## src/rtl/buffer_readout_pkg.sv

```systemverilog
// Shared sizing constants and readout FSM encoding for the sample-buffer readout.
package buffer_readout_pkg;

    localparam int RAM_SIZE = 256;
    localparam int ADDR_BUS = 8;
    localparam int DATA_W   = 16;
    localparam int COORD_W  = 13;

    typedef enum logic [2:0] {
        ST_IDLE      = 3'd0,
        ST_READ      = 3'd1,
        ST_WAIT_DATA = 3'd2,
        ST_PUSH      = 3'd3,
        ST_DONE      = 3'd4
    } state_t;

endpackage

```

## src/rtl/buffer_readout_peak_tracker.sv

```systemverilog
// Running maximum over one frame; ties keep the earliest frame offset.
module peak_tracker
    import buffer_readout_pkg::*;
#(
    parameter int SAMPLE_W = DATA_W,
    parameter int IDX_W    = ADDR_BUS
) (
    input  logic                i_clk,
    input  logic                i_rst,
    input  logic                i_clear,
    input  logic                i_valid,
    input  logic [SAMPLE_W-1:0] i_sample,
    input  logic [IDX_W-1:0]    i_index,
    output logic [SAMPLE_W-1:0] o_peak_value,
    output logic [IDX_W-1:0]    o_peak_index
);

    logic [SAMPLE_W-1:0] r_peak_value;
    logic [IDX_W-1:0]    r_peak_index;
    logic                w_take;

    // Word 0 always loads so a frame of all-zero samples still reports index 0.
    always_comb begin
        w_take = i_valid && ((i_index == '0) || (i_sample > r_peak_value));
    end

    always_ff @(posedge i_clk or posedge i_rst) begin
        if (i_rst) begin
            r_peak_value <= '0;
            r_peak_index <= '0;
        end else if (i_clear) begin
            r_peak_value <= '0;
            r_peak_index <= '0;
        end else if (w_take) begin
            r_peak_value <= i_sample;
            r_peak_index <= i_index;
        end
    end

    assign o_peak_value = r_peak_value;
    assign o_peak_index = r_peak_index;

endmodule

```

## src/rtl/buffer_readout.sv

```systemverilog
// Reads a stopped circular sample buffer over Avalon-MM, oldest word first,
// and streams it with SOP/EOP framing while tracking the frame peak.
module buffer_readout #(
    parameter int RAM_SIZE = buffer_readout_pkg::RAM_SIZE,
    parameter int ADDR_BUS = buffer_readout_pkg::ADDR_BUS,
    parameter int DATA_W   = buffer_readout_pkg::DATA_W
) (
    input  logic                                   ref_clk,
    input  logic                                   reset,
    input  logic                                   buffer_full,
    input  logic [ADDR_BUS-1:0]                    ram_ptr,
    input  logic [buffer_readout_pkg::COORD_W-1:0] pulse_abs_coord,
    output logic                                   av_cs,
    output logic                                   av_read,
    output logic [ADDR_BUS-1:0]                    av_addr,
    input  logic [DATA_W-1:0]                      av_readdata,
    input  logic                                   av_readdatavalid,
    output logic [DATA_W-1:0]                      st_data,
    output logic                                   st_valid,
    input  logic                                   st_ready,
    output logic                                   st_sop,
    output logic                                   st_eop,
    output logic [DATA_W-1:0]                      peak_value,
    output logic [ADDR_BUS-1:0]                    peak_index,
    output logic [buffer_readout_pkg::COORD_W-1:0] frame_coord,
    output logic                                   done,
    input  logic                                   rearm
);

    import buffer_readout_pkg::*;

    localparam int                CNT_W     = ADDR_BUS + 1;
    localparam logic [CNT_W-1:0]  LAST_WORD = CNT_W'(RAM_SIZE - 1);
    localparam logic [CNT_W-1:0]  SIZE_EXT  = CNT_W'(RAM_SIZE);

    state_t               r_state;
    state_t               w_next;
    logic                 r_bf_q;
    logic                 w_bf_rise;
    logic [ADDR_BUS-1:0]  r_start;
    logic [CNT_W-1:0]     r_cnt;
    logic [DATA_W-1:0]    r_data;
    logic [COORD_W-1:0]   r_coord;
    logic                 w_start;
    logic                 w_capture;
    logic                 w_beat;
    logic                 w_first;
    logic                 w_last;
    logic [CNT_W-1:0]     w_sum;
    logic [CNT_W-1:0]     w_sum_wrap;
    logic [ADDR_BUS-1:0]  w_addr;
    logic [ADDR_BUS-1:0]  w_index;

    // The edge register tracks buffer_full in every state, so edges seen
    // outside IDLE are consumed and a level held high never retriggers.
    assign w_bf_rise = buffer_full && !r_bf_q;
    assign w_first   = (r_cnt == '0);
    assign w_last    = (r_cnt == LAST_WORD);
    assign w_index   = r_cnt[ADDR_BUS-1:0];

    // Circular address: start + offset folded back into [0, RAM_SIZE).
    always_comb begin
        w_sum      = {1'b0, r_start} + r_cnt;
        w_sum_wrap = w_sum - SIZE_EXT;
        w_addr     = (w_sum >= SIZE_EXT) ? w_sum_wrap[ADDR_BUS-1:0] : w_sum[ADDR_BUS-1:0];
    end

    always_ff @(posedge ref_clk or posedge reset) begin
        if (reset) begin
            r_state <= ST_IDLE;
        end else begin
            r_state <= w_next;
        end
    end

    always_comb begin
        w_next    = r_state;
        w_start   = 1'b0;
        w_capture = 1'b0;
        w_beat    = 1'b0;
        av_cs     = 1'b0;
        av_read   = 1'b0;
        av_addr   = '0;
        st_valid  = 1'b0;
        st_sop    = 1'b0;
        st_eop    = 1'b0;
        done      = 1'b0;
        case (r_state)
            ST_IDLE: begin
                if (w_bf_rise) begin
                    w_start = 1'b1;
                    w_next  = ST_READ;
                end
            end
            ST_READ: begin
                av_cs   = 1'b1;
                av_read = 1'b1;
                av_addr = w_addr;
                w_next  = ST_WAIT_DATA;
            end
            ST_WAIT_DATA: begin
                if (av_readdatavalid) begin
                    w_capture = 1'b1;
                    w_next    = ST_PUSH;
                end
            end
            ST_PUSH: begin
                st_valid = 1'b1;
                st_sop   = w_first;
                st_eop   = w_last;
                if (st_ready) begin
                    w_beat = 1'b1;
                    w_next = w_last ? ST_DONE : ST_READ;
                end
            end
            ST_DONE: begin
                done = 1'b1;
                if (rearm) begin
                    w_next = ST_IDLE;
                end
            end
            default: begin
                w_next = ST_IDLE;
            end
        endcase
    end

    always_ff @(posedge ref_clk or posedge reset) begin
        if (reset) begin
            r_bf_q  <= 1'b0;
            r_start <= '0;
            r_cnt   <= '0;
            r_data  <= '0;
            r_coord <= '0;
        end else begin
            r_bf_q <= buffer_full;
            if (w_start) begin
                r_start <= ram_ptr;
                r_coord <= pulse_abs_coord;
                r_cnt   <= '0;
            end
            if (w_capture) begin
                r_data <= av_readdata;
            end
            if (w_beat) begin
                r_cnt <= r_cnt + 1'b1;
            end
        end
    end

    peak_tracker #(
        .SAMPLE_W (DATA_W),
        .IDX_W    (ADDR_BUS)
    ) u_peak (
        .i_clk        (ref_clk),
        .i_rst        (reset),
        .i_clear      (w_start),
        .i_valid      (w_capture),
        .i_sample     (av_readdata),
        .i_index      (w_index),
        .o_peak_value (peak_value),
        .o_peak_index (peak_index)
    );

    assign st_data     = r_data;
    assign frame_coord = r_coord;

endmodule

```

## config.mk

```make
export PLATFORM = sky130hd
export DESIGN_NAME = buffer_readout
export DESIGN_NICKNAME = d
export VERILOG_FILES = /design/src/rtl/buffer_readout_pkg.sv /design/src/rtl/buffer_readout_peak_tracker.sv /design/src/rtl/buffer_readout.sv
export SDC_FILE = /design/constraint.sdc
export NUM_CORES = 1
export LEC_CHECK = 0
export CORE_ASPECT_RATIO = 1.4
export CORE_MARGIN = 5
export CORE_UTILIZATION = 52
export DETAILED_ROUTE_END_ITERATION = 10
export PLACE_DENSITY = 0.95
export RECOVER_POWER = 25
export REMOVE_ABC_BUFFERS = 1
export SLEW_MARGIN = 20
export SYNTH_ARGS = -nofsm -noshare
export SYNTH_HDL_FRONTEND = slang
export SYNTH_SLANG_ARGS = --single-unit
```

## constraint.sdc

```tcl
create_clock -name ref_clk -period 6.4 [get_ports ref_clk]
set_clock_uncertainty 0.2 [all_clocks]
set_input_delay 1.28 -clock ref_clk [delete_from_list [all_inputs] [get_ports ref_clk]]
set_output_delay 1.28 -clock ref_clk [all_outputs]
set_load 0.1 [all_outputs]
```

# Yosys cells after proc, flatten, opt, wreduce, memory -nomap -nowiden
# Cells that the tools add are included.
[classes]
addsub = 3
magnitude_cmp = 2
n_eq_ne = 9
mux = 25
reduce_logical = 10
[op_table]
columns = ["cell", "n"]
rows = [
  ["$mux 16", 2],
  ["$mux 8", 4],
  ["$mux 9", 2],
  ["$gt 16x16->1", 1],
  ["$mux 3", 5],
  ["$pmux 3 s5", 1],
  ["$mux 1", 11],
  ["$add 8x9->9", 1],
  ["$add 9x1->9 const B", 1],
  ["$eq 9x8->1 const B", 1],
  ["$ge 9x9->1 const B", 1],
  ["$logic_not 9->1", 1],
  ["$logic_not 8->1", 1],
  ["$ne 2x2->1 const B", 4],
  ["$sub 8x1->8 const B", 1],
  ["$eq 3x2->1 const B", 2],
  ["$reduce_and 4->1", 1],
  ["$reduce_bool 2->1", 2],
  ["$eq 3x1->1 const B", 1],
  ["$eq 3x3->1 const B", 1],
  ["$logic_not 3->1", 1],
  ["$logic_and 1x1->1", 2],
  ["$logic_not 1->1", 1],
  ["$logic_or 1x1->1", 1],
]
[word_totals]
reg_bits = 74
in_bits = 43
out_inout_bits = 67
elab_cells = 57

# Depth between registers and ports, before layout
# Gate-level depths: netlist (run 1).
[depth]
word_depth = 6
depth_mapped = 8
mapped_depth_nobuf = 8

# Hierarchy
# Synthesis (run 1) repeated with hierarchy kept, for this count alone.
[unflattened]
cells_unflattened = 412
hier_area_um2 = 4097.7
[modules_own_cells]
columns = ["module", "n_inst", "cells_each", "area_each_um2", "seq_area_each_um2"]
rows = [
  ["buffer_readout", 1, 247, 2438.6, 1251.2],
  ["peak_tracker", 1, 165, 1659.1, 600.6],
]

# Least setup slack after synthesis (run 1)
# Ideal clock, no wire load.
[synth_timing]
path_type = "register -> output"
from = "register r_state[0]"
to = "output st_sop"
arrival_time_ps = 3728
required_ps = 4920
setup_slack_ps = 1192
stages_incl_launch_ff = 4
path_buffers = 1
path_cell_list = "dfrtp_1 > clkbuf_1 > and3b_1 > nor3b_1"
[synth_between]
elab_chain_len = 2
[synth_rtl]
columns = ["item", "line_no", "text"]
rows = [
  ["start: declaration", "buffer_readout.sv:36", "state_t r_state;"],
  ["start signal: assignment", "buffer_readout.sv:72", "r_state <= w_next;"],
  ["$eq 3x2->1", "buffer_readout.sv:88", "case (r_state)"],
  ["$mux 1", "buffer_readout.sv:88", ""],
  ["end: declaration", "buffer_readout.sv:21", "output logic st_sop,"],
]
# No other way between the ends.

# Worst setup path in the final report (run 1)
[layout_timing]
from = "register r_cnt[0]"
to = "output av_addr[6]"
[layout_between]
elab_chain_len = 4
word_cells_on_any_way = 5
classes_between = "add/sub (2); order compare (1); mux (2)"
[layout_rtl]
columns = ["item", "line_no", "text"]
rows = [
  ["start: declaration", "buffer_readout.sv:41", "logic [CNT_W-1:0] r_cnt;"],
  ["start signal: assignment", "buffer_readout.sv:146", "r_cnt <= r_cnt + 1'b1;"],
  ["$add 8x9->9 (*)", "buffer_readout.sv:63", "w_sum = {1'b0, r_start} + r_cnt;"],
  ["$sub 8x1->8 or $ge 9x9->1 (tied branches)", "buffer_readout.sv:64, buffer_readout.sv:65", ""],
  ["$mux 8 (*)", "buffer_readout.sv:65", "w_addr = (w_sum >= SIZE_EXT) ? w_sum_wrap[ADDR_BUS-1:0] : w_sum[ADDR_BUS-1:0];"],
  ["$mux 8 (*)", "buffer_readout.sv:88", ""],
  ["end: declaration", "buffer_readout.sv:15", "output logic [ADDR_BUS-1:0] av_addr,"],
]
# Every way passes the cells marked *; elsewhere a longest branch is shown, timed or not.

==> results.sh, run 1 <==
export IMPL_worstMarginPinSlew_ns=1.03
export IMPL_grt_usage_pct=21.5
export IMPL_synthMuxAreaShare_pct=17.6
export IMPL_hold_depth=1
export IMPL_synth_area_top_cells="dfrtp_1 47%, mux2_2 11%, ha_1 8.3%"
export IMPL_ys_seq_elements=74
export IMPL_num_antenna_cells=0
export IMPL_netlist_area_leader_share_pct=47.4
export IMPL_path_cells="ha_1 -> fa_1 -> a21o_1 -> a21oi_1 -> o21bai_1 -> a21oi_1 -> mux2i_1 -> clkdlybuf4s50_1"
export IMPL_clock_tree_root_cell="clkbuf_8"
export IMPL_crit_type="flop to output port"
export IMPL_worstHoldEndpoint="st_data[12]"
export IMPL_drc=0
export IMPL_wl_um=9740
export IMPL_wire_per_inst_um=17.0
export IMPL_clkSinkCount=74
export IMPL_yosys_area_top_type="dfrtp_1"
export IMPL_synth_xor_xnor_area_share_pct=1.12
export IMPL_cpPeakStageDelay_ns=1.16
export IMPL_grt_max_degree=75
export IMPL_coreArea_um2=7360
export IMPL_nNetsFinal=542
export IMPL_num_vias=3106
export IMPL_gp_congestion=0.864
export IMPL_rsz0062_at_grt="no"
export IMPL_dr_pass1_iters=5
export IMPL_die_x_um=83.3
export IMPL_dpl_hpwl_um=7250
export IMPL_critical_path_buf_inv_count=1
export IMPL_io_buffers=109
export IMPL_final_hold_viol_count=0
export IMPL_postSynthAreaPerCell_um2=10.7
export IMPL_ant_nets=0
export IMPL_arrival_ns=3.49
export IMPL_insertion_delay_ns=0.35
export IMPL_htreeDepth=3
export IMPL_top_usage_layer="met2"
export IMPL_maxSlewHeadroom_pct=31.1
export IMPL_hp_start="st_data[12]"
export IMPL_grt_ovfl_total=0
export IMPL_layout_drive_gt1_share_pct=12.2
export IMPL_met2_usage_pct=40.2
export IMPL_synth_edff_count=0
export IMPL_postCtsResizedCells=0
export IMPL_synth_warnings=0
export IMPL_synthFlopType="dfrtp_1"
export IMPL_synthToLayoutAreaGrowth_pct=35.7
export IMPL_synthDistinctLibCells=41
export IMPL_path_clk_slew_ns=0.07
export IMPL_synth_cells=364
export IMPL_r2r_end="u_peak.o_peak_value[0]"
export IMPL_cp_data_required_time_ns=4.92
export IMPL_cap_violations=0
export IMPL_cts_buffer_depth=2
export IMPL_finalSetupViolCount=0
export IMPL_drt_vias_per_instance=5.42
export IMPL_final_cell_mix="105 x clkdlybuf4s50_1, 74 x dfrtp_1, 43 x nand2_1"
export IMPL_rr_startpoint="u_peak.o_peak_value[7]"
export IMPL_crit_path_top_delay_cell="clkdlybuf4s50_1"
export IMPL_dieArea_um2=9370
export IMPL_min_period_ns=4.97
export IMPL_setup_tns_ns=0
export IMPL_r2r_cells=8
export IMPL_cts_made_buffers=9
export IMPL_grt_pass1_vias=3341
export IMPL_cpMostUsedCell="a21oi_1"
export IMPL_ys_async_sr_fraction_pct=100
export IMPL_cts_hold_buffers=0
export IMPL_fill_cells=491
export IMPL_seq_area_frac_synth_pct=47.4
export IMPL_use_met1_pct=23.1
export IMPL_synthAdderAreaFrac_pct=8.84
export IMPL_initial_core_util_pct=53.1
export IMPL_critical_path_top_delay_family="buffers and inverters"
export IMPL_finalCritPeriodShare_pct=77.6
export IMPL_critPathCaptureType="output port"
export IMPL_status="complete, no violations"
export IMPL_path_max_fanout=7
export IMPL_row_count=37
export IMPL_die_h_um=113
export IMPL_hold_path_class="flop to flop"
export IMPL_met3_usage_pct=4.55
export IMPL_synth_top_family_by_area="multiplexers"
export IMPL_tritoncts="yes"
export IMPL_synth_compound_gate_area_share_pct=7.21
export IMPL_grt_pass1_wl_um=16300
export IMPL_final_max_slew_violation_count=0
export IMPL_num_io_pins=110
export IMPL_netlist_area_um2=3910
export IMPL_fmax_mhz=201
export IMPL_synth_simple_area_share_pct=11.8
export IMPL_startpoint_type="flop"
export IMPL_drtIter0Drc=129
export IMPL_r2r_slack_ns=3.20
export IMPL_mostFrequentLayoutCell="clkdlybuf4s50_1"
export IMPL_postCtsSetupRepairBufs=0
export IMPL_antenna_found_initial=0
==> metal layers <==
metal,vias to the layer above,wire length [µm]
met5,-,0
met4,0,286
met3,28,464
met2,102,5290
met1,1528,3690
li1,1448,-
==> worst reg2reg max path: cells and delay by family (launching register included) <==
| kind | cells | cell delay [ns] |
|---|---|---|
| adder cells (fa/ha/maj) | 1 | 0.30 |
| buffers and inverters | 2 | 0.50 |
| AO/OA/AOI/OAI | 4 | 1.48 |
| multiplexers | 1 | 0.25 |
| flip-flops | 1 | 0.39 |
==> cells by family (layout without fill, tap and decap cells) <==
| kind of cell | count (synthesis) | count (layout) |
|---|---|---|
| fa+ha+maj | 27 | 27 |
| simple gates | 94 | 94 |
| compound gates | 42 | 42 |
| buf+inv | 58 | 170 |
| xor+xnor | 5 | 5 |
| mux | 64 | 64 |
| flops | 74 | 74 |
==> registers in the layout, indices dropped and copies added (netlist names) <==
signal and count:
r_state 3, r_cnt 9, r_bf_q 1, st_data 16, u_peak.o_peak_index 8, u_peak.o_peak_value 16
r_start 8, frame_coord 13
==> Yosys cell counts (3+ instances only) <==
master / n
a21o_1: 4
mux2_2: 37
xnor2_1: 4
and2_1: 4
nand3_1: 7
mux2i_1: 27
nor3b_1: 3
nor2_1: 10
o21ai_0: 13
and3_1: 4
nand4_1: 4
dfrtp_1: 74
inv_1: 43
ha_1: 26
nand2_1: 43
o211ai_1: 3
nand2b_1: 6
a21oi_1: 10
nor3_1: 4
clkbuf_1: 10
==> worst max path at each step <==
| stage | from | endpoint | cells past startpoint |
|---|---|---|---|
| 2_1_floorplan | r_state[2] | st_sop | 2 |
| 3_3_place_gp | r_cnt[0] | av_addr[6] | 8 |
| 3_5_place_dp | r_cnt[0] | av_addr[6] | 8 |
| 4_1_cts | r_cnt[0] | av_addr[6] | 8 |
| 5_1_grt | r_cnt[0] | av_addr[6] | 8 |
| 6_report | r_cnt[0] | av_addr[6] | 8 |
==> area by class of cell <==
cell class	instances	area, µm²	area share, %
Clock buffer	10	138	2.60
Clock inverter	5	78.8	1.49
Inverter	43	161	3.05
Multi-Input combinational cell	232	1840	34.6
Sequential cell	74	1850	34.9
Tap cell	97	121	2.29
Timing Repair Buffer	112	1110	21.0
==> metrics by stage <==
step / util, % / setup slack, ns / area, µm² / cells / hold slack, ns
after floorplan: - / 1.27 / 3830 / 349 / 0.272
after global placement: 69.0 / 1.85 / 5080 / 558 / 0.288
after detailed placement: 69.0 / 1.80 / 5080 / 558 / 0.294
after CTS: 72.0 / 1.41 / 5300 / 573 / 0.311
after global routing: 72.0 / 1.18 / 5300 / 573 / 0.324
final: 72.0 / 1.43 / 5300 / 573 / 0.312
Power of run 1 is left out: the tool's default activity adds up to more than one toggle a clock period on the data nets, which glitch-free logic cannot reach.
==> run 2: changes to the inputs <==
--- a/config.mk
+++ b/config.mk
@@ -7,9 +7,9 @@
 export LEC_CHECK = 0
 export CORE_ASPECT_RATIO = 1.4
 export CORE_MARGIN = 5
-export CORE_UTILIZATION = 52
+export CORE_UTILIZATION = 48
 export DETAILED_ROUTE_END_ITERATION = 10
-export PLACE_DENSITY = 0.95
+export PLACE_DENSITY = 0.91
 export RECOVER_POWER = 25
 export REMOVE_ABC_BUFFERS = 1
 export SLEW_MARGIN = 20
==> constraint.sdc (replaced) <==
create_clock -name ref_clk -period 4.8 [get_ports ref_clk]
set_clock_uncertainty 0.2 [all_clocks]
set_input_delay 0.96 -clock ref_clk [delete_from_list [all_inputs] [get_ports ref_clk]]
set_output_delay 0.96 -clock ref_clk [all_outputs]
set_load 0.1 [all_outputs]
==> results.sh, run 2 (same netlist as run 1, synthesis figures left out) <==
export IMPL_die_x_um=86.2
export IMPL_final_max_slew_violation_count=42
export IMPL_htreeDepth=3
export IMPL_startpoint_type="flop"
export IMPL_clock_tree_root_cell="clkbuf_16"
export IMPL_finalCritPeriodShare_pct=79.0
export IMPL_maxSlewHeadroom_pct=-20.3
export IMPL_num_vias=3058
export IMPL_hp_start="frame_coord[5]"
export IMPL_dieArea_um2=10100
export IMPL_cts_hold_buffers=0
export IMPL_ant_nets=0
export IMPL_fill_cells=612
export IMPL_postCtsResizedCells=0
export IMPL_wire_per_inst_um=16.1
export IMPL_r2r_slack_ns=2.22
export IMPL_cap_violations=1
export IMPL_hold_path_class="flop to flop"
export IMPL_dpl_hpwl_um=7010
export IMPL_antenna_found_initial=0
export IMPL_rr_startpoint="u_peak.o_peak_value[7]"
export IMPL_path_max_fanout=7
export IMPL_seq_area_um2=1850
export IMPL_grt_usage_pct=19.1
export IMPL_coreArea_um2=8050
export IMPL_arrival_ns=2.63
export IMPL_die_h_um=117
export IMPL_finalSetupViolCount=0
export IMPL_wl_um=9330
export IMPL_place_ws_ns=1.17
export IMPL_path_clk_slew_ns=0.06
export IMPL_synthToLayoutAreaGrowth_pct=37.2
export IMPL_cp_data_required_time_ns=3.64
export IMPL_postCtsSetupRepairBufs=0
export IMPL_num_io_pins=110
export IMPL_worstSetupStartpoint="r_cnt[0]"
export IMPL_final_setup_worst_slack_ns=1.01
export IMPL_multi_input_area_um2=1840
export IMPL_drt_vias_per_instance=5.28
export IMPL_grt_ovfl_total=0
export IMPL_grt_pass1_wl_um=14900
export IMPL_tritoncts="yes"
export IMPL_nNetsFinal=543
export IMPL_min_period_ns=3.79
export IMPL_cts_buffer_depth=2
export IMPL_fmax_mhz=264
export IMPL_grt_max_degree=55
export IMPL_insertion_delay_ns=0.33
export IMPL_layout_drive_gt1_share_pct=14.0
export IMPL_clkSinkCount=74
export IMPL_rsz0062_at_grt="no"
export IMPL_violations="capacitance limit, slew limit"
export IMPL_gp_congestion=0.851
export IMPL_status="complete, but fails checks"
export IMPL_drc=0
export IMPL_row_count=39
export IMPL_worstMarginPinSlew_ns=1.80
export IMPL_io_buffers=109
export IMPL_mostFrequentLayoutCell="clkdlybuf4s50_1"
export IMPL_critPathCaptureType="output port"
export IMPL_final_hold_viol_count=0
export IMPL_dr_pass1_iters=4
export IMPL_final_cell_mix="97 x clkdlybuf4s50_1, 74 x dfrtp_1, 43 x nand2_1"
export IMPL_initial_core_util_pct=48.5
export IMPL_num_antenna_cells=0
export IMPL_drtIter0Drc=100
export IMPL_cts_made_buffers=9
export IMPL_grt_pass1_vias=3226
export IMPL_crit_type="flop to output port"
run 2: cell type report:
cell class / instances / share of cell area, %
clock buffers: 12 / 4.60
well taps: 102 / 2.38
clock inverters: 3 / 0.747
inverters: 43 / 3.03
multi-input cells: 232 / 34.2
repair buffers: 113 / 20.4
flip-flops and latches: 74 / 34.5
run 2: through the flow:
| step | cells | util [%] | cell area (µm²) | TNS [ns] | hold WS, ns |
|---|---|---|---|---|---|
| 2_1_floorplan | 349 | - | 3830 | -0.0348 | 0.272 |
| 3_3_place_gp | 564 | 63.0 | 5070 | 0 | 0.288 |
| 3_5_place_dp | 564 | 63.0 | 5070 | 0 | 0.294 |
| 4_1_cts | 579 | 66.6 | 5360 | 0 | 0.306 |
| 5_1_grt | 579 | 66.6 | 5360 | 0 | 0.316 |
| 6_report | 579 | 66.6 | 5360 | 0 | 0.302 |
run 2: per-layer routing:
layer / GRT usage, % / wire length [µm]
met5: 0 / 0
met4: 6.96 / 163
met3: 5.65 / 704
met2: 35.3 / 5110
met1: 20.3 / 3360
run 2: path summary, 6_finish.rpt:
check	cells after the start	to
min reg2reg	1	frame_coord[5]
max reg2reg	8	u_peak.o_peak_value[5]
min in group asynchronous	2	r_start[0]
max in group asynchronous	3	u_peak.o_peak_value[8]
min	1	frame_coord[5]
max	8	av_addr[6]
run 2: worst max-delay path, cell delays in order, from the launching register on:
cell and delay, ns:
dfrtp_1 0.46, ha_1 0.25, fa_1 0.40, a21o_1 0.20
a21oi_1 0.22, o21bai_1 0.09, a21oi_1 0.17, mux2i_1 0.20
buf_4 0.31
Power of run 2 is left out for the same reason.
==> patch 1 (config.mk and constraints of run 1) <==
Set the package constant `ADDR_BUS` to 9 (it was 8).
--- a/src/rtl/buffer_readout_pkg.sv
+++ b/src/rtl/buffer_readout_pkg.sv
@@ -2,7 +2,7 @@
 package buffer_readout_pkg;
 
     localparam int RAM_SIZE = 256;
-    localparam int ADDR_BUS = 8;
+    localparam int ADDR_BUS = 9;
     localparam int DATA_W   = 16;
     localparam int COORD_W  = 13;
 
Ports: changed (resized av_addr, peak_index and ram_ptr); port bits go from 110 to 113. No check against the original RTL was run, so the function may have changed too.
==> patch 1 against run 1 <==
- utilization up 1.4 points
- critical path depth up 2
- setup slack worse by 0.22 ns
- design area up 2.6%
- sequential cell count up 3
- worst hold slack worse by 0.029 ns
- register-to-register slack better by 0.04 ns
- via count up 12%
- global-route usage about the same
- routed wire length up 3.7%
- synthesized area up 2.0%
- critical endpoint is now av_addr[8]
- highest routed layer unchanged
Power is left out: the tool's default activity adds up to more than one toggle a clock period on the data nets, which glitch-free logic cannot reach.
==> patch 1: results (changes against run 1) <==
Run status
  • Status: complete, no violations (unchanged)

Final layout
  • Layout cells sized above 1: 0.0713 (was 0.122)
  • Fillers: 531 (was 491)
  • Antenna Cells: 0 (unchanged)
  • Nets: 614 (was 542)

Clocking
  • Max clock buf depth: 2 (unchanged)
  • CTS HTree Levels: 3 (unchanged)
  • Skew-Pair Late Insertion Delay: 0.35 ns (about the same)
  • Root buf cell: clkbuf_8 (unchanged)
  • CTS Buf Count: 9 (unchanged)
  • Clock-pin slew on the worst setup and hold paths: ~0.080 ns
  • Post-CTS Setup Bufs: 0 (unchanged)
  • # resized after CTS: 0 (unchanged)

Routing
  • Drt first pass iters: 5 (unchanged)
  • DRT iter0 DRCs: 110 (was 129)
  • Detailed Route WL: 10100 µm (was 9740 µm)
  • Avg Vias per Cell: 5.39 (was 5.42)

Global route
  • Initial antenna violation count: 0 (unchanged)
  • Vias in the first global route: 3581 (was 3341)
  • Largest net degree at the start of global routing: 78 (was 75)
  • First-pass GRT wire length: 16800 µm (was 16300 µm)
  • GRT Total Usage: 0.215 (about the same)

Yosys
  • Ys async rst share: 1.00 (unchanged)
  • Commonest cells post-synth: 81 x nand2_1, 77 x dfrtp_1, 46 x inv_1 (was 74 x dfrtp_1, 43 x inv_1, 43 x nand2_1)
  • Ys Warns: 0 (unchanged)
  • Top FF cell, synth: dfrtp_1 (unchanged)
  • Library cells used by synthesis: 38 (was 41)
  • Top post-synthesis cells by area: dfrtp_1 48%, ha_1 8.5%, nand2_1 7.6% (was dfrtp_1 47%, mux2_2 11%, ha_1 8.3%)
  • Sequential area share after synthesis: 0.484 (was 0.474)

Worst setup path
  • CP delay by family, top: buffers and inverters (unchanged)
  • Crit Path Max Fanout: 6 (was 7)
  • Critical path's slowest cell: clkdlybuf4s50_1 (unchanged)
  • Worst stage delay on the critical path: 1.19 ns (was 1.16 ns)
  • Worst endpoint data arrival time: 3.71 ns (was 3.49 ns)

Placement
  • Post-DP HPWL: 7300 µm (was 7250 µm)
  • I/O Buffers: 112 (was 109)
  • GPL Wtd Cong: 0.872 (was 0.864)
  • Cell area after placement: 5170 µm² (was 5080 µm²)

STA
  • Max-slew headroom: 0.281 (was 0.311)

Worst hold path
  • HP Class: register to register (unchanged)
patch 1: metrics by stage:
step / utilization / cells / hold slack (ns) / setup slack [ns]
after floorplan: - / 414 / 0.252 / 1.18
after global placement: 0.698 / 627 / 0.257 / 1.85
after detailed placement: 0.698 / 627 / 0.270 / 1.67
after CTS: 0.731 / 643 / 0.289 / 1.23
after global routing: 0.734 / 644 / 0.308 / 1.02
final: 0.734 / 644 / 0.283 / 1.21
patch 1: cell families after synthesis:
family / count (synthesis) / share of synthesized area
AND/OR/NAND/NOR: 173 / 0.196
flip-flops: 77 / 0.484
AO/OA/AOI/OAI: 64 / 0.0949
buffers and inverters: 62 / 0.0672
adder cells (fa/ha/maj): 28 / 0.0899
multiplexers: 19 / 0.0528
XOR/XNOR: 7 / 0.0154
patch 1: per-layer routing:
layer	track usage	wire length, µm
met5	0	0
met4	0.0858	222
met3	0.0477	657
met2	0.392	5320
met1	0.242	3900
patch 1: final timing paths:
path | startpoint | to | slack [ns] | depth (start not counted)
min in group asynchronous | reset | st_data[13] | 1.52 | 3
worst min register to register | frame_coord[1] | frame_coord[1] | 0.28 | 2
worst max-delay path | r_cnt[0] | av_addr[8] | 1.21 | 10
worst max register to register | u_peak.o_peak_value[13] | u_peak.o_peak_value[9] | 3.24 | 9
worst min-delay path | frame_coord[1] | frame_coord[1] | 0.28 | 2
max in group asynchronous | reset | u_peak.o_peak_index[7] | 3.63 | 4
patch 1: final cells by class:
cell class / count / area (µm²) / share of cell area
flip-flops and latches: 77 / 1930 / 0.354
multi-input cells: 291 / 1800 / 0.331
repair buffers: 117 / 1170 / 0.216
inverters: 46 / 174 / 0.0320
clock buffers: 12 / 145 / 0.0267
well taps: 97 / 121 / 0.0223
clock inverters: 4 / 95.1 / 0.0175
patch 1: worst min-delay path, stage by stage, from the launching register on:
cell and delay, ns:
dfrtp_1 0.34, nand2_1 0.05, nand2_1 0.06
==> patch 2 (config.mk and constraints of run 1) <==
Without the edit above. Make the reset (`i_rst` and `reset`) synchronous in 3 clocked blocks.
--- a/src/rtl/buffer_readout_peak_tracker.sv
+++ b/src/rtl/buffer_readout_peak_tracker.sv
@@ -24,7 +24,7 @@
         w_take = i_valid && ((i_index == '0) || (i_sample > r_peak_value));
     end
 
-    always_ff @(posedge i_clk or posedge i_rst) begin
+    always_ff @(posedge i_clk) begin
         if (i_rst) begin
             r_peak_value <= '0;
             r_peak_index <= '0;
--- a/src/rtl/buffer_readout.sv
+++ b/src/rtl/buffer_readout.sv
@@ -65,7 +65,7 @@
         w_addr     = (w_sum >= SIZE_EXT) ? w_sum_wrap[ADDR_BUS-1:0] : w_sum[ADDR_BUS-1:0];
     end
 
-    always_ff @(posedge ref_clk or posedge reset) begin
+    always_ff @(posedge ref_clk) begin
         if (reset) begin
             r_state <= ST_IDLE;
         end else begin
@@ -125,7 +125,7 @@
         endcase
     end
 
-    always_ff @(posedge ref_clk or posedge reset) begin
+    always_ff @(posedge ref_clk) begin
         if (reset) begin
             r_bf_q  <= 1'b0;
             r_start <= '0;
Function: differs if reset is asserted again (counterexample within 4 cycles, from zero or initial values and one cycle with reset high); with reset held inactive, the same outputs for 10 cycles.
==> patch 2 against run 1 <==
- the run now ends with capacitance limit, slew limit left
- design area is 4.4% lower
- routed wire length fell by 1.9%
- fmax is 1.8% higher
- non-clock buffer count unchanged
- sequential cell count unchanged
- setup slack improved by 0.090 ns
- via count rose by 12%
- count of clock-buffer cells in the layout up 1
- synthesized area decreased by 4.1%
- final cell count rose by 14%
- utilization rose by 0.59 points
- critical path type unchanged
- critical endpoint unchanged
==> patch 2: results (changes against run 1) <==
Final layout
  • Register area: 1480 µm² (was 1850 µm²)
  • Clock network share of area: 0.0432 (was 0.0408)
  • Total number of sequential cells: 74 (unchanged)
  • Inverters: 23 (was 43)
  • CLK BUF: 11 (was 10)
  • Final cell count without fillers: 655 (was 573)
  • Fillers: 530 (was 491)
  • Multi-input combinational area share: 0.406 (was 0.346)
  • Layout cells sized above 1: 0.0500 (was 0.122)
  • Comb_multi_in: 335 (was 232)
  • Non-Clock Buffer Area Fraction: 0.218 (was 0.210)

Run status
  • Status: complete, but fails checks (was complete, no violations)
  • Failing checks: capacitance limit, slew limit

Global route
  • Vias in the first global route: 3563 (was 3341)
  • Grt met3 use: 0.0790 (was 0.0455)
  • Largest net degree at the start of global routing: 52 (was 75)
  • GRT met1 Usage: 0.238 (was 0.231)
  • First-pass GRT wire length: 16000 µm (was 16300 µm)

Routing
  • Avg Vias per Cell: 5.29 (was 5.42)
  • WL/cell: 14.6 µm (was 17.0 µm)
  • Met2 wire length: 4990 µm (was 5290 µm)
  • DRT iter0 DRCs: 114 (was 129)

Placement
  • Placed Cells: 639 (was 558)
  • Post-DP HPWL: 7200 µm (was 7250 µm)
  • GPL Wtd Cong: 0.845 (was 0.864)

Yosys
  • Commonest cells post-synth: 135 x nand2_1, 74 x dfxtp_1, 50 x a21oi_1 (was 74 x dfrtp_1, 43 x inv_1, 43 x nand2_1)
  • Sequential area share after synthesis: 0.395 (was 0.474)
  • Ys async rst share: 0 (was 1.00)

STA
  • Slew Limit Fails: 52 (was 0)

Worst setup path
  • Crit Path Max Fanout: 5 (was 7)
  • Worst endpoint data arrival time: 3.40 ns (was 3.49 ns)

Job
  • Max cap viols: 1 (was 0)
==> patch 2: cell types whose count changed in the layout (fill, tap and decap cells not counted), moves of 3 or more <==
cell	change
nor3_1	+3
dfxtp_1	+74
o21ai_0	-8
dlygate4sd3_1	-4
mux2_2	-36
clkdlybuf4s50_1	+3
inv_1	-19
dfrtp_1	-74
nor2_1	+6
nand4_1	-3
nand2_1	+92
nand3_1	+6
a21oi_1	+40
==> patch 2: cell families after synthesis <==
logic type | share of synthesized area
flops | 0.395
fa+ha+maj | 0.0922
simple gates | 0.244
buf+inv | 0.0578
xor+xnor | 0.0164
compound gates | 0.116
mux | 0.0778
==> patch 2: metrics by stage <==
| step | worst slack [ns] | instance area [µm²] | hold slack, ns |
|---|---|---|---|
| 5_1_grt | 1.41 | 5070 | 0.275 |
| 4_1_cts | 1.50 | 5070 | 0.257 |
| 3_3_place_gp | 1.96 | 4850 | 0.241 |
| 3_5_place_dp | 1.88 | 4850 | 0.248 |
| 2_1_floorplan | 1.02 | 3620 | 0.235 |
| 6_report | 1.52 | 5070 | 0.257 |
==> patch 2: path summary, 6_finish.rpt <==
kind	start	end	slack, ns	cells past startpoint
max	r_cnt[0]	av_addr[6]	1.52	8
min	frame_coord[0]	frame_coord[0]	0.26	2
max reg2reg	r_cnt[1]	u_peak.o_peak_index[3]	3.53	8
min reg2reg	frame_coord[0]	frame_coord[0]	0.26	2
==> patch 2: power by group <==
part / total [µW] / switching [µW] / leakage (µW) / internal [µW]
Combinational: 427 / 306 / 0.00131 / 121
Clock: 398 / 169 / 0.000109 / 229
Sequential: 515 / 27.8 / 0.000600 / 487
Total: 1340 / 503 / 0.00202 / 838
==> patch 2: worst min-delay path: stages, from the launching register on <==
cell     delay, ns
dfxtp_1       0.31
nand2_1       0.05
a21oi_1       0.05
